==> config.mk <==
export PLATFORM = sky130hd
export DESIGN_NAME = key_debounce
export DESIGN_NICKNAME = d
export VERILOG_FILES = /design/src/rtl/key_debounce.sv
export SDC_FILE = /design/constraint.sdc
export NUM_CORES = 1
export LEC_CHECK = 0
export ABC_AREA = 1
export CORE_ASPECT_RATIO = 1.1
export CORE_MARGIN = 2
export CORE_UTILIZATION = 35
export CTS_CLUSTER_SIZE = 20
export DETAILED_ROUTE_END_ITERATION = 10
export DONT_BUFFER_PORTS = 1
export GPL_TIMING_DRIVEN = 0
export PLACE_DENSITY = 0.53
export SYNTH_ARGS = -nofsm -noshare
export SYNTH_HDL_FRONTEND = slang
export SYNTH_SLANG_ARGS = --single-unit
==> constraint.sdc <==
create_clock -name clk -period 2.2 [get_ports clk]
set_input_delay 0.33 -clock clk [delete_from_list [all_inputs] [get_ports clk]]
set_output_delay 0.33 -clock clk [all_outputs]
set_load 0.01 [all_outputs]
==> src/rtl/key_debounce.sv <==
// Per-key synchroniser, debouncer and press/release/long-press pulse generator.
// Every key runs its own 4-state FSM with private debounce and hold counters.
module key_debounce #(
  parameter int N_KEYS          = 4,
  parameter bit ACTIVE_LOW      = 1'b1,
  parameter int DEBOUNCE_CYCLES = 1_000_000,
  parameter int HOLD_CYCLES     = 50_000_000
) (
  input  logic              clk,
  input  logic              rst_n,
  input  logic [N_KEYS-1:0] key_in,
  output logic [N_KEYS-1:0] key_level,
  output logic [N_KEYS-1:0] key_press,
  output logic [N_KEYS-1:0] key_release,
  output logic [N_KEYS-1:0] key_long
);

  localparam int DW = $clog2(DEBOUNCE_CYCLES);
  localparam int HW = $clog2(HOLD_CYCLES + 1);
  localparam logic [DW-1:0] DMAX = DW'(DEBOUNCE_CYCLES - 1);
  localparam logic [HW-1:0] HMAX = HW'(HOLD_CYCLES - 1);
  localparam logic [HW-1:0] HSAT = HW'(HOLD_CYCLES);
  localparam logic [N_KEYS-1:0] IDLE_RAW =
    ACTIVE_LOW ? {N_KEYS{1'b1}} : {N_KEYS{1'b0}};

  typedef enum logic [1:0] {
    IDLE,
    PRESS_WAIT,
    PRESSED,
    RELEASE_WAIT
  } state_t;

  logic [N_KEYS-1:0] sync1;
  logic [N_KEYS-1:0] sync2;
  logic [N_KEYS-1:0] p;

  always_ff @(posedge clk or negedge rst_n) begin
    if (!rst_n) begin
      sync1 <= IDLE_RAW;
      sync2 <= IDLE_RAW;
    end else begin
      sync1 <= key_in;
      sync2 <= sync1;
    end
  end

  assign p = sync2 ^ {N_KEYS{ACTIVE_LOW}};

  for (genvar g = 0; g < N_KEYS; g++) begin : g_key
    state_t        state;
    state_t        state_nx;
    logic [DW-1:0] dcnt;
    logic [DW-1:0] dcnt_nx;
    logic [HW-1:0] hcnt;
    logic [HW-1:0] hcnt_nx;
    logic          press_nx;
    logic          release_nx;
    logic          long_nx;
    logic          level_q;
    logic          press_q;
    logic          release_q;
    logic          long_q;

    always_comb begin
      state_nx   = state;
      dcnt_nx    = dcnt;
      hcnt_nx    = hcnt;
      press_nx   = 1'b0;
      release_nx = 1'b0;
      long_nx    = 1'b0;
      unique case (state)
        IDLE: begin
          hcnt_nx = '0;
          if (p[g]) begin
            state_nx = PRESS_WAIT;
            dcnt_nx  = '0;
          end
        end
        PRESS_WAIT: begin
          if (!p[g]) begin
            state_nx = IDLE;
          end else if (dcnt == DMAX) begin
            state_nx = PRESSED;
            press_nx = 1'b1;
            hcnt_nx  = '0;
          end else begin
            dcnt_nx = dcnt + 1'b1;
          end
        end
        PRESSED: begin
          if (hcnt == HMAX) begin
            long_nx = 1'b1;
            hcnt_nx = HSAT;
          end else if (hcnt != HSAT) begin
            hcnt_nx = hcnt + 1'b1;
          end
          if (!p[g]) begin
            state_nx = RELEASE_WAIT;
            dcnt_nx  = '0;
          end
        end
        RELEASE_WAIT: begin
          if (hcnt == HMAX) begin
            long_nx = 1'b1;
            hcnt_nx = HSAT;
          end else if (hcnt != HSAT) begin
            hcnt_nx = hcnt + 1'b1;
          end
          if (p[g]) begin
            state_nx = PRESSED;
          end else if (dcnt == DMAX) begin
            // accepted release wins over a coincident long-press
            state_nx   = IDLE;
            release_nx = 1'b1;
            long_nx    = 1'b0;
            hcnt_nx    = '0;
          end else begin
            dcnt_nx = dcnt + 1'b1;
          end
        end
        default: state_nx = IDLE;
      endcase
    end

    always_ff @(posedge clk or negedge rst_n) begin
      if (!rst_n) begin
        state     <= IDLE;
        dcnt      <= '0;
        hcnt      <= '0;
        level_q   <= 1'b0;
        press_q   <= 1'b0;
        release_q <= 1'b0;
        long_q    <= 1'b0;
      end else begin
        state     <= state_nx;
        dcnt      <= dcnt_nx;
        hcnt      <= hcnt_nx;
        level_q   <= (state_nx == PRESSED) ||
                     (state_nx == RELEASE_WAIT);
        press_q   <= press_nx;
        release_q <= release_nx;
        long_q    <= long_nx;
      end
    end

    assign key_level[g]   = level_q;
    assign key_press[g]   = press_q;
    assign key_release[g] = release_q;
    assign key_long[g]    = long_q;
  end

endmodule

=== Word-level counts from Yosys, hierarchy flattened ===
Index checks and enable logic that the tools add are counted.
Widths: inputs -> output; s select.

* Flip-flop bits (word level): 216
* Input bits: 6
* Output and inout bits: 16
* Logic and storage cells: 223

* $add $sub $neg: 8
* Equal/unequal tests: 52
* Mux-type cells: 116
* Bitwise gates (word level): 1
* Reduce and logical (&&, ||, !) cells: 16

{| class="wikitable"
|+ Operator list
! operator !! count
|-
| $mux 26 || 24
|-
| $pmux 26 s4 || 4
|-
| $mux 20 || 20
|-
| $pmux 20 s4 || 4
|-
| $add 26x1->26 const B || 4
|-
| $eq 26x26->1 const B || 4
|-
| $ne 26x26->1 const B || 4
|-
| $add 20x1->20 const B || 4
|-
| $eq 20x20->1 const B || 4
|-
| $mux 2 || 24
|-
| $ne 2x2->1 const B || 20
|-
| $eq 2x2->1 const B || 16
|-
| $mux 1 || 32
|-
| $pmux 2 s4 || 4
|-
| $reduce_and 4->1 || 4
|-
| $eq 2x1->1 const B || 4
|-
| $logic_not 2->1 || 4
|-
| $pmux 1 s2 || 4
|-
| $reduce_and 2->1 || 4
|-
| $logic_or 1x1->1 || 4
|-
| $not 4->4 || 1
|}

=== Longest topological paths before layout ===
Gate-level depths: netlist of the first run.

* Depth after elaboration: 6
* Depth in mapped cells: 11

=== Least setup slack after synthesis of the first run ===
OpenSTA, ideal clock, no wires.

* Kind: reg-to-reg
* Start: reg g_key[3].dcnt[0]
* End: reg g_key[3].hcnt[25]
* Arrival time: 1,606 ps
* Required time: 2,074 ps
* Slack: 468 ps
* Stages on the path, launching flop included: 12
* Path buffers: 1
* Path through: dfrtp_1 ha_1 nand2_1 inv_1 nand3_2 nor2_1 nand4_1 nand2_1 inv_1 buf_2 nand2_1 o21ai_0

* Cells in the longest elaborated chain, start to end: 4

{| class="wikitable"
|+ RTL lines
! item !! line !! text
|-
| from (decl) || 52 || <nowiki>logic [DW-1:0] dcnt;</nowiki>
|-
| from (signal assigned) || 136 || <nowiki>dcnt <= dcnt_nx;</nowiki>
|-
| $eq 20x20->1 * || 82, 111 ||
|-
| $mux 26 || 111 || <nowiki>end else if (dcnt == DMAX) begin</nowiki>
|-
| $mux 26 || 109 || <nowiki>if (p[g]) begin</nowiki>
|-
| $pmux 26 s4 || 71 || <nowiki>unique case (state)</nowiki>
|-
| to (signal assigned) || 137 || <nowiki>hcnt <= hcnt_nx;</nowiki>
|-
| to (decl) || 54 || <nowiki>logic [HW-1:0] hcnt;</nowiki>
|}

Every way passes the cells marked *; elsewhere a longest branch is shown, timed or not.
A chain may end at the register's enable or synchronous reset.

=== Final worst setup path of the first run ===
* Start: reg g_key[2].dcnt[0]
* End: reg g_key[2].hcnt[7]

* Cells in the longest elaborated chain, start to end: 4

{| class="wikitable"
|+ RTL lines
! item !! line
|-
| from (decl) || 52
|-
| from (signal assigned) || 136
|-
| $eq 20x20->1 * || 82, 111
|-
| $mux 26 || 111
|-
| $mux 26 || 109
|-
| $pmux 26 s4 || 71
|-
| to (signal assigned) || 137
|-
| to (decl) || 54
|}

Marked as above.

==> reports/summary.txt, run 1 <==
Synth area leaders: dfrtp_1, nand2_1, nand3_1, nor2_1, inv_1
HPWL after DPL: 27800 µm
total power draw: 9.20 mW
cell area after layout: 0.0163 mm²
pwr dens: 563 mW/mm²
number of global-route vias before repair: 13.4k
total negative setup slack: 0 ns
nets@finish: 2224
Core Area: 0.0411 mm²
GRT Total Usage: 18.3%
skew final: 0.0143 ns
diode count: 0
Die Span Y: 218 µm
Place WS: -0.0542 ns
routed vias/inst: 5.00
Max Root-Sink Buffers: 3
Clk pin slew, worst setup/hold paths: 0.06 ns
Initial Util: 35.3%
status: finished, violations left
NetSw: 2.11 mW
first-pass GRT wire length: 66000 µm
DRC violations left: 0
CTS root buf: clkbuf_16
Sink Count: 216
busiest grt layer: met2
largest net degree at the start of global routing: 217
DP Area: 0.0152 mm²
cts bufs inserted: 27
min Tclk post-route: 2.03 ns
initial antenna violation count: 0
Non-Filler Instances: 2786
gate count of the mapped netlist: 2166
grt met3 use: 1.82%
largest area contributor in the synthesized netlist: dfrtp_1
placed insts: 2726
critical path capture point type: register
Post-Route WL: 38700 µm
WHS: -0.519 ns
Layout fillers: 4323
layout cells sized above 1: 7.10%
synth warn: 0
fin util: 39.8%
total number of vias: 13.9k
DR WL/cell: 13.9 µm
Mapped Area: 0.0145 mm²
die area: 0.0431 mm²
failing checks: hold timing
HP Class: in -> async
M2 GR Usage: 31.1%
largest fanout on the critical path: 7
CP arrival: 2.46 ns
Worst-Margin Slew: 0.640 ns
Rel. slew slack: 57.3%
worst setup margin: 0.170 ns
sw frac: 22.9%
antenna viol nets, final: 0
Worst EP required: 2.63 ns
WS Path Type: reg -> reg
Post-CTS Hold Buffers: 4
IO Count: 22
top cell type's share of synthesized area: 35.9%
htree depth: 1
MaxCap Viol Count: 0
library cells used by synthesis: 38
drt first pass iters: 5
number of I/O port buffers: 0
worst-skew pair later-pin latency: 0.55 ns
post-synthesis sequential area ratio: 37.3%
sequential share of power: 44.4%
commonest non-fill, non-tap cell in the layout: nand2_1
Fmax: 0.493 GHz
maximum vdd drop: 0.385 mV
M1 GR Usage: 24.7%
RSZ-0062 raised after global routing: no
Pins Over Slew Limit: 0
Final period util: 92.3%
die width: 198 µm
Seq cells post-synth: 216
Syn Area/Cell: 6.70 µm²
most frequent cells in the layout: nand2_1, nor2_1, nand3_1
DR iter-0 viols: 870
Core Rows: 78
final hold vios: 216
Startpoint Class: register
grt ovf: 0
internal power: 7.09 mW
Post-Syn Nets: 2184
area grow syn2layout: 12.7%
logic gate share of total power: 3.7%
TritonCTS clock tree: yes
final weighted congestion in routability-driven placement: 0.879
final setup fails: 0
Clock power frac: 51.9%
Lkg Pwr: 6.83 nW
==> power groups by stage <==
stage               Combinational, mW  Clock [mW]  Sequential, mW
floorplan                       0.238           0            4.14
global placement                0.324           0            4.16
detailed placement              0.328           0            4.16
CTS                             0.335        4.95            4.09
global route                    0.389        5.13            4.10
finish                          0.338        4.78            4.09
==> registers in the layout (all words and copies together), names as in the netlist <==
signal,count
sync1,4
g_key.hcnt,104
g_key.state,8
g_key.long_q,4
g_key.press_q,4
g_key.level_q,4
g_key.release_q,4
g_key.dcnt,80
sync2,4
==> per-layer routing <==
| layer | vias up | part of all wire [%] |
|---|---|---|
| met2 | 218 | 47 |
| met5 | - | 0 |
| met1 | 6523 | 48 |
| met3 | 55 | 3.2 |
| met4 | 0 | 2.2 |
| li1 | 7130 | - |
==> final cells by class <==
type	instances	area, µm²	share of cell area (%)
Buffer	73	404	2.47
Sequential cell	216	5420	33.1
Clock inverter	16	216	1.32
Inverter	211	792	4.85
Multi-Input combinational cell	1666	7990	48.8
Clock buffer	33	738	4.52
Tap cell	560	701	4.29
Timing Repair Buffer	11	92.6	0.566
==> cell families after synthesis <==
logic type | count (synthesis) | synth area share (%)
AND/OR/NAND/NOR | 1394 | 41.4
AO/OA/AOI/OAI | 173 | 6.84
buffers and inverters | 284 | 8.17
flip-flops | 216 | 37.3
adder cells (fa/ha/maj) | 12 | 1.03
XOR/XNOR | 87 | 5.25
==> critical path, stage by stage, from the launching register on <==
cell and delay (ns):
dfrtp_1 0.43, ha_2 0.26, inv_1 0.09, nor3_4 0.30
buf_4 0.18, nand4_4 0.13, nand2_2 0.16, inv_1 0.17
nand2_1 0.12, nand3_1 0.07
==> synth_stat cells, drive strengths merged <==
| master | count |
|---|---|
| o211ai | 39 |
| nand2 | 600 |
| dfrtp | 208 |
| and3 | 1 |
| xnor2 | 29 |
| clkinv | 3 |
| dfstp | 8 |
| a31o | 3 |
| o21bai | 4 |
| or2 | 4 |
| o22ai | 4 |
| xor2 | 58 |
| nor4 | 1 |
| buf | 50 |
| ha | 12 |
| o31ai | 1 |
| inv | 208 |
| nand3b | 8 |
| and2 | 1 |
| clkbuf | 23 |
| nand4 | 64 |
| nor2 | 343 |
| o21ai | 115 |
| nor3b | 3 |
| nor3 | 46 |
| a21oi | 7 |
| nand3 | 323 |
==> timing repair <==
action	in CTS	in global routing
resized for setup	4	21
cloned	0	0
pin swaps	1	2
endpoints found under the hold margin	220	216
setup buffers	0	7
setup endpoints to repair	24	121
==> worst paths after layout <==
check,startpoint,end,slack (ns),depth (start not counted)
worst max-delay path,g_key[2].dcnt[0]$_DFFE_PN0P_,g_key[2].hcnt[7]$_DFFE_PN0P_,0.17,9
worst min-delay path,rst_n,g_key[2].hcnt[25]$_DFFE_PN0P_,-0.52,0
worst max register to register,g_key[2].dcnt[0]$_DFFE_PN0P_,g_key[2].hcnt[7]$_DFFE_PN0P_,0.17,9
worst min register to register,sync1[3]$_DFF_PN1_,sync2[3]$_DFF_PN1_,0.36,0
max in group asynchronous,rst_n,g_key[1].dcnt[0]$_DFFE_PN0P_,2.28,0
min in group clk,key_in[0],sync1[0]$_DFF_PN1_,0.32,1
(Power assumes the default switching activity.)
==> inputs of run 2 (changes only) <==
--- a/config.mk
+++ b/config.mk
@@ -13,7 +13,7 @@
 export DETAILED_ROUTE_END_ITERATION = 10
 export DONT_BUFFER_PORTS = 1
 export GPL_TIMING_DRIVEN = 0
-export PLACE_DENSITY = 0.53
+export PLACE_DENSITY = 0.48
 export SYNTH_ARGS = -nofsm -noshare
 export SYNTH_HDL_FRONTEND = slang
 export SYNTH_SLANG_ARGS = --single-unit
==> run 2 against run 1 <==
  * The flow still finishes with violations (hold timing)
  * Register-to-register slack is essentially flat
  * Global-route usage increased by 1.0 points
  * Clock skew increased by 0.0074 ns
  * Sequential power about the same
  * Sequential cell count stayed put
  * Hold slack got worse by 0.0058 ns
  * Critical endpoint is now g_key[2].hcnt[2]$_DFFE_PN0P_
  * Largest cell class unchanged
  * Largest power group unchanged
  * Highest routed layer unchanged
==> reports/summary.txt, run 2 (synthesized netlist as in run 1, its figures left out) <==
status: finished, violations left
failing checks: hold timing
nets@finish: 2220
first-pass GRT wire length: 68700 µm
CP arrival: 2.47 ns
drt first pass iters: 5
die width: 198 µm
diode count: 0
layout cells sized above 1: 6.79%
Clk pin slew, worst setup/hold paths: 0.06 ns
initial antenna violation count: 0
final setup fails: 0
commonest non-fill, non-tap cell in the layout: nand2_1
maximum vdd drop: 0.570 mV
critical path capture point type: register
Core Area: 0.0411 mm²
worst reg-to-reg setup slack: 0.17 ns
pwr dens: 559 mW/mm²
largest fanout on the critical path: 10
Fmax: 0.492 GHz
WS Path Type: reg -> reg
DR WL/cell: 14.6 µm
WHS: -0.525 ns
Worst EP required: 2.63 ns
Pins Over Slew Limit: 0
R2R Path Start: g_key[2].dcnt[0]$_DFFE_PN0P_
Initial Util: 35.3%
CP startpoint: g_key[2].dcnt[0]$_DFFE_PN0P_
skew final: 0.0216 ns
grt ovf: 0
number of I/O port buffers: 0
antenna viol nets, final: 0
most frequent cells in the layout: nand2_1, nor2_1, nand3_1
GRT Total Usage: 19.3%
Core Rows: 78
final weighted congestion in routability-driven placement: 0.883
Rel. slew slack: 50.1%
Lkg Pwr: 6.79 nW
fin util: 39.6%
largest net degree at the start of global routing: 217
Die Span Y: 218 µm
Max Root-Sink Buffers: 3
min Tclk post-route: 2.03 ns
Post-Route WL: 40700 µm
Regs by FF count: g_key.hcnt: 104 flops, g_key.dcnt: 80 flops, g_key.state: 8 flops
routed vias/inst: 5.00
Post-CTS Hold Buffers: 4
Top reg by flops: g_key.hcnt
area grow syn2layout: 12.2%
CTS root buf: clkbuf_16
number of global-route vias before repair: 13.6k
cts bufs inserted: 29
RSZ-0062 raised after global routing: no
max reg flops: 104
Worst-Margin Slew: 0.749 ns
Final period util: 92.5%
Sink Count: 216
die area: 0.0431 mm²
htree depth: 1
IO Count: 22
HPWL after DPL: 29400 µm
Place WS: -0.144 ns
total number of vias: 13.9k
DR iter-0 viols: 860
final hold vios: 211
HP Class: in -> async
Startpoint Class: register
MaxCap Viol Count: 0
worst setup margin: 0.166 ns
DRC violations left: 0
TritonCTS clock tree: yes
worst-skew pair later-pin latency: 0.57 ns
[run 2: worst paths after layout]
| path | endpoint | cells past startpoint |
|---|---|---|
| max in group asynchronous | g_key[2].press_q$_DFF_PN0_ | 0 |
| setup / recovery | g_key[2].hcnt[2]$_DFFE_PN0P_ | 8 |
| setup reg to reg | g_key[2].hcnt[2]$_DFFE_PN0P_ | 8 |
| hold reg to reg | sync2[2]$_DFF_PN1_ | 0 |
| hold / removal | g_key[0].long_q$_DFF_PN0_ | 0 |
| min in group clk | sync1[0]$_DFF_PN1_ | 1 |
[run 2: timing repair]
action,4_1_cts,5_1_grt
setup endpoints to repair,19,102
resized for setup,2,22
pin swaps,1,1
hold endpoints to repair,220,216
buffers inserted,1,0
[run 2: stage by stage]
stage	setup TNS (ns)	hold WS, ns	power (mW)	instances	instance area (µm²)
6_report	0	-0.525	9.10	2784	16300
5_1_grt	0	-0.553	9.51	2784	16300
4_1_cts	0	-0.565	9.29	2784	16200
3_5_place_dp	-1.35	0.0462	4.48	2726	15200
3_3_place_gp	-1.23	0.0457	4.48	2726	15200
2_1_floorplan	0	0.0344	4.38	2166	14500
[run 2: final cells by class]
class | count | area [µm²]
Tap cell | 560 | 701
Multi-Input combinational cell | 1666 | 7970
Timing Repair Buffer | 5 | 47.5
Clock buffer | 47 | 883
Buffer | 73 | 400
Sequential cell | 216 | 5420
Clock inverter | 6 | 61.3
Fill cell | 4383 | 24800
Inverter | 211 | 792
[run 2: worst max-delay path, stage by stage (launching register included)]
cell and delay [ns]:
dfrtp_1 0.44, ha_2 0.27, inv_1 0.09, nor3_4 0.23
buf_4 0.20, nand3_1 0.20, buf_2 0.29, nand3_1 0.11
nand3_1 0.08
[run 2: layer usage]
| layer | up-vias | part of all wire, % | track usage (%) |
|---|---|---|---|
| met3 | 69 | 3.5 | 2.23 |
| met1 | 6488 | 46 | 25.1 |
| li1 | 7123 | - | - |
| met5 | - | 0 | 0 |
| met4 | 0 | 2.4 | 5.69 |
| met2 | 243 | 48 | 33.6 |
[run 2: power by group]
| part | switching [mW] | internal [mW] |
|---|---|---|
| clock | 1.83 | 2.83 |
| combinational | 0.236 | 0.100 |
| sequential | 0.0592 | 4.03 |
